File: config.mk
export PLATFORM = sky130hd
export DESIGN_NAME = serial_add_ctrl
export DESIGN_NICKNAME = d
export VERILOG_FILES = /design/src/rtl/serial_add_pkg.sv /design/src/rtl/fa.sv /design/src/rtl/serial_add_ctrl.sv
export SDC_FILE = /design/constraint.sdc
export NUM_CORES = 1
export LEC_CHECK = 0
export ABC_AREA = 1
export CELL_PAD_IN_SITES_DETAIL_PLACEMENT = 1
export CELL_PAD_IN_SITES_GLOBAL_PLACEMENT = 2
export CORE_UTILIZATION = 29
export CTS_CLUSTER_DIAMETER = 200
export DETAILED_ROUTE_END_ITERATION = 7
export GPL_TIMING_DRIVEN = 0
export PLACE_DENSITY_LB_ADDON = 0.1
export SLEW_MARGIN = 30
export SYNTH_ARGS = -nofsm -noshare
export SYNTH_HDL_FRONTEND = slang
export SYNTH_HIERARCHICAL = 1
export SYNTH_SLANG_ARGS = --single-unit
File: constraint.sdc
create_clock -name clk -period 2.25 [get_ports clk]
set_clock_uncertainty 0.1 [all_clocks]
set_input_delay 0.45 -clock clk [delete_from_list [all_inputs] [get_ports clk]]
set_output_delay 0.45 -clock clk [all_outputs]
set_load 0.03 [all_outputs]
File: src/rtl/serial_add_pkg.sv
`default_nettype none
// ============================================================================
// Module      : serial_add_pkg
// Description : Shared types for the bit-serial adder sequencer.
//               sa_state_t - controller state encoding (IDLE / RUN / DONE).
// Revision    : 1.0 - initial release
// ============================================================================
package serial_add_pkg;

    typedef enum logic [1:0] {
        IDLE = 2'b00,
        RUN  = 2'b01,
        DONE = 2'b10
    } sa_state_t;

endpackage : serial_add_pkg
`default_nettype wire

File: src/rtl/fa.sv
`default_nettype none
// ============================================================================
// Module      : fa
// Description : Single-bit full-adder cell.
//   A, B, Cin : in  1  addend bits and carry-in
//   Y         : out 1  sum bit
//   Cout      : out 1  carry-out
// Revision    : 1.0 - initial release
// ============================================================================
module fa (
    input  logic A,
    input  logic B,
    input  logic Cin,
    output logic Y,
    output logic Cout
);

    logic w_p;

    assign w_p  = A ^ B;
    assign Y    = w_p ^ Cin;
    assign Cout = (A & B) | (Cin & w_p);

endmodule : fa
`default_nettype wire

File: src/rtl/serial_add_ctrl.sv
`default_nettype none
// ============================================================================
// Module      : serial_add_ctrl
// Description : Bit-serial WIDTH-bit adder. One full-adder cell is reused for
//               every bit position, LSB first, one bit per clock, with a
//               registered carry. Valid/ready handshake on input and output,
//               one operation in flight.
//   clk, rst            : in   clock (rising edge), synchronous active-high reset
//   in_valid / in_ready : in/out  operand handshake (ready only in IDLE)
//   A, B, Cin           : in   operands, sampled on accept only
//   out_valid/out_ready : out/in  result handshake (valid only in DONE)
//   Y, Cout             : out  (A+B+Cin) mod 2^WIDTH and bit WIDTH of the sum
//   busy                : out  high while an operation is in RUN or DONE
// Revision    : 1.0 - initial release
// ============================================================================
module serial_add_ctrl
    import serial_add_pkg::*;
#(
    parameter int WIDTH = 32
) (
    input  logic             clk,
    input  logic             rst,
    input  logic             in_valid,
    output logic             in_ready,
    input  logic [WIDTH-1:0] A,
    input  logic [WIDTH-1:0] B,
    input  logic             Cin,
    output logic             out_valid,
    input  logic             out_ready,
    output logic [WIDTH-1:0] Y,
    output logic             Cout,
    output logic             busy
);

    localparam int              CNT_W      = $clog2(WIDTH + 1);
    localparam logic [CNT_W-1:0] c_LAST_CNT = CNT_W'(WIDTH - 1);

    sa_state_t        r_state_q, w_state_d;
    logic [WIDTH-1:0] r_a_sh_q,  w_a_sh_d;
    logic [WIDTH-1:0] r_b_sh_q,  w_b_sh_d;
    logic [WIDTH-1:0] r_y_q,     w_y_d;
    logic             r_carry_q, w_carry_d;
    logic             r_cout_q,  w_cout_d;
    logic [CNT_W-1:0] r_cnt_q,   w_cnt_d;

    logic             w_fa_y;
    logic             w_fa_cout;

    // The shared adder always looks at the current LSB of each shift register.
    fa u_fa (
        .A    (r_a_sh_q[0]),
        .B    (r_b_sh_q[0]),
        .Cin  (r_carry_q),
        .Y    (w_fa_y),
        .Cout (w_fa_cout)
    );

    always_ff @(posedge clk) begin
        if (rst) begin
            r_state_q <= IDLE;
            r_a_sh_q  <= '0;
            r_b_sh_q  <= '0;
            r_y_q     <= '0;
            r_carry_q <= 1'b0;
            r_cout_q  <= 1'b0;
            r_cnt_q   <= '0;
        end else begin
            r_state_q <= w_state_d;
            r_a_sh_q  <= w_a_sh_d;
            r_b_sh_q  <= w_b_sh_d;
            r_y_q     <= w_y_d;
            r_carry_q <= w_carry_d;
            r_cout_q  <= w_cout_d;
            r_cnt_q   <= w_cnt_d;
        end
    end

    always_comb begin
        w_state_d = r_state_q;
        w_a_sh_d  = r_a_sh_q;
        w_b_sh_d  = r_b_sh_q;
        w_y_d     = r_y_q;
        w_carry_d = r_carry_q;
        w_cout_d  = r_cout_q;
        w_cnt_d   = r_cnt_q;
        in_ready  = 1'b0;
        out_valid = 1'b0;
        busy      = 1'b0;

        unique case (r_state_q)
            IDLE: begin
                in_ready = 1'b1;
                if (in_valid) begin
                    w_a_sh_d  = A;
                    w_b_sh_d  = B;
                    w_carry_d = Cin;
                    w_cnt_d   = '0;
                    w_state_d = RUN;
                end
            end
            RUN: begin
                busy      = 1'b1;
                w_a_sh_d  = r_a_sh_q >> 1;
                w_b_sh_d  = r_b_sh_q >> 1;
                // Sum bits enter at the MSB so that after WIDTH shifts the
                // first (LSB) sum bit has arrived at position 0. Written as a
                // shift plus bit overwrite so WIDTH=1 needs no special case.
                w_y_d            = r_y_q >> 1;
                w_y_d[WIDTH-1]   = w_fa_y;
                w_carry_d = w_fa_cout;
                w_cnt_d   = r_cnt_q + CNT_W'(1);
                if (r_cnt_q == c_LAST_CNT) begin
                    w_cout_d  = w_fa_cout;
                    w_state_d = DONE;
                end
            end
            DONE: begin
                busy      = 1'b1;
                out_valid = 1'b1;
                if (out_ready) begin
                    w_state_d = IDLE;
                end
            end
            default: begin
                w_state_d = IDLE;
            end
        endcase
    end

    assign Y    = r_y_q;
    assign Cout = r_cout_q;

endmodule : serial_add_ctrl
`default_nettype wire
==> flow_summary.ini <==
[worst_hold_path]
min_from = rst
worstHoldPathCells = 2
holdPathEnd = r_a_sh_q[31]
hp-class = input pin to register

[finish]
n_antenna_cell = 0
nets = 755
area_growth_pct = 36.7
drive_gt1_share_pct = 5.10

[setup_path]
crit_chain = inv_1 > ha_1 > dlygate4sd2_1
r2r_end = r_b_sh_q[26]
crit_type = register to primary output
worstSetupStartpointType = register
endpoint_kind = primary output
reg2regPathDepth = 8
worst_ep_required_time_ns = 1.70
cp_max_fo = 6
cp.arrival_ns = 1.51
regToRegSetupSlack_ns = 0.30
crit_slowest_cell = dlygate4sd2_1
reg2reg_from = r_state_q[1]
max_stage_delay_ns = 0.46

[logic_synthesis]
synth-seq-cells = 106
syn_area_per_cell_um2 = 7.51
netlist_instances = 567
netlist_area_um2 = 4260
ys_warn_count = 6
ys_types = 21
yosysSeqAreaShare_pct = 49.8
syn-num-nets = 641

[die]
die_area_um2 = 15200
fp-row-count = 43
ios = 105
initial_utilization_pct = 30.2
core_um2 = 14100
die_h_um = 123
dieWidth_um = 123

[cts]
post_cts_buffers = 0
cts_made_buffers = 9
clockBufferDepth = 2
htree_levels = 3
cts_root_buffer = clkbuf_16
clock_sinks = 106
clkTransAtPathRegs_ns = 0.07
cts_tree = done
insertion_delay_ns = 0.35

[global_route]
grt_overflow_total = 0
grt_use_total_pct = 17.9
grt_pass1_wl_um = 21000
grt_pass1_vias = 4242
antenna_found_initial = 0
grt_max_degree = 17

[power]
p_leak_nw = 2.28
total_power_mw = 5.24
power_density_nw_per_um2 = 900
ir_worst_vdd_uv = 390

[outcome]
status = complete, no violations

[routing]
avgRoutedWirePerCell_um = 14.6
viasPerCell = 4.89
drt-initial-drc-count = 225
drc = 0
vias = 4238
firstDrtPassIters = 4
routed_wl_um = 12600
ant_nets = 0

[timing]
setup_violations = 0
period_needed_ns = 2.06
hold_viol = 0
tns_ns = 0
rsz0062_at_grt = no
worst_slew_pin_slew_ns = 0.538
maxSlewViolCount = 0
fmax_ghz = 0.485
finalCritPeriodShare_pct = 91.6
slew_headroom_pct = 64.1

[job]
cap_viol_max_count = 0

[placed_design]
io_buffers = 103
place_congestion = 0.743
dpl.hpwl_um = 9230
-- layout make-up --
type	instances	area (um2)
buffer	46	206
clock buffer	11	253
clock inverter	5	52.6
fill	1707	8280
inverter	10	37.5
multi-input combinational	405	1890
sequential	106	2120
tap	180	225
timing repair buffer	103	1030
-- timing repair --
item,CTS,global route
setup endpoints to repair,2,1
hold endpoints to repair,0,0
gates resized for setup,2,1
hold buffers,0,0
-- how the worst max path moves through the flow --
stage | start | to | slack, ns
CTS | r_state_q[0] | out_valid | 0.0007
finish | r_state_q[0] | in_ready | 0.19
detailed placement | in_valid | r_cnt_q[3] | 0.09
global route | r_state_q[1] | r_a_sh_q[16] | 0.07
global placement | in_valid | r_cnt_q[4] | 0.15
floorplan | r_state_q[0] | r_cnt_q[5] | 0.54
-- cell usage in the layout, fill, tap and decap left out --
master / count
a211oi_1: 1
a21oi_1: 8
a31oi_1: 63
buf_2: 11
buf_4: 5
bufinv_16: 1
clkbuf_1: 29
clkbuf_16: 9
clkbuf_2: 1
clkbuf_8: 2
clkdlybuf4s50_1: 100
clkinv_2: 3
clkinvlp_4: 1
dfxtp_1: 106
dlygate4sd2_1: 2
dlymetal6s2s_1: 1
fa_1: 1
ha_1: 4
inv_1: 9
inv_2: 1
nand2_1: 146
nand3_1: 8
nor2_1: 71
nor3_1: 1
o21ai_0: 73
o21ai_1: 26
o21ai_2: 1
o21bai_1: 1
xor2_1: 1
-- power by group --
group | leakage, nW | internal (mW) | switching [mW]
registers | 0.875 | 2.14 | 0.154
clock network | 0.151 | 0.919 | 0.720
logic | 1.26 | 0.510 | 0.798
-- cells by family after synthesis --
logic type                 synth area share, %
and+or+nand+nor                           20.2
AOI/OAI and AO/OA                         22.4
DFF                                       49.8
buffers and inverters                     5.73
adders and majority gates                 1.65
xor gates and xnor gates                 0.206
-- cells in the mapped netlist (all sizes together) --
master  number  share of area [%]
nand2      146                 13
dfxtp      106                 50
o21ai      100                 12
nor2        71                6.3
a31oi       63                9.3
clkbuf      30                2.7
buf         16                2.2
inv         10               0.88
a21oi        8               0.94
nand3        8               0.94
ha           4                1.2
a211oi       1               0.18
fa           1               0.47
nor3         1               0.12
o21bai       1               0.18
xor2         1               0.21
-- critical path: cells and delay by family (launching register included) --
| kind | cells | cell delay, ns |
|---|---|---|
| adders and majority gates | 1 | 0.30 |
| DFF | 1 | 0.33 |
| buffers and inverters | 2 | 0.54 |
-- registers in the layout (all words and copies together), names as in the netlist --
register   flops
r_carry_q      1
r_cnt_q        6
Cout           1
r_b_sh_q      32
r_state_q      2
r_a_sh_q      32
Y             32
-- through the flow --
stage / std cells / area, um2 / utilization [%] / hold slack, ns / worst slack [ns]
after floorplan: 567 / 4260 / - / 0.345 / 0.537
after global placement: 850 / 5510 / 39.1 / 0.349 / 0.150
after detailed placement: 850 / 5510 / 39.1 / 0.361 / 0.0874
after CTS: 866 / 5820 / 41.3 / 0.260 / 0.000731
after global routing: 866 / 5820 / 41.3 / 0.271 / 0.0677
final: 866 / 5820 / 41.3 / 0.274 / 0.188
-- routing by layer --
layer / vias to the layer above / wire length, um / part of all wire [%] / global-route usage (%)
li1: 2137 / - / - / -
met1: 2006 / 6140 / 49 / 22.4
met2: 86 / 5800 / 46 / 29.8
met3: 9 / 571 / 4.5 / 4.98
met4: 0 / 129 / 1.0 / 5.12
met5: - / 0 / 0 / 0
No activity file was read; power rests on OpenSTA's default activity.
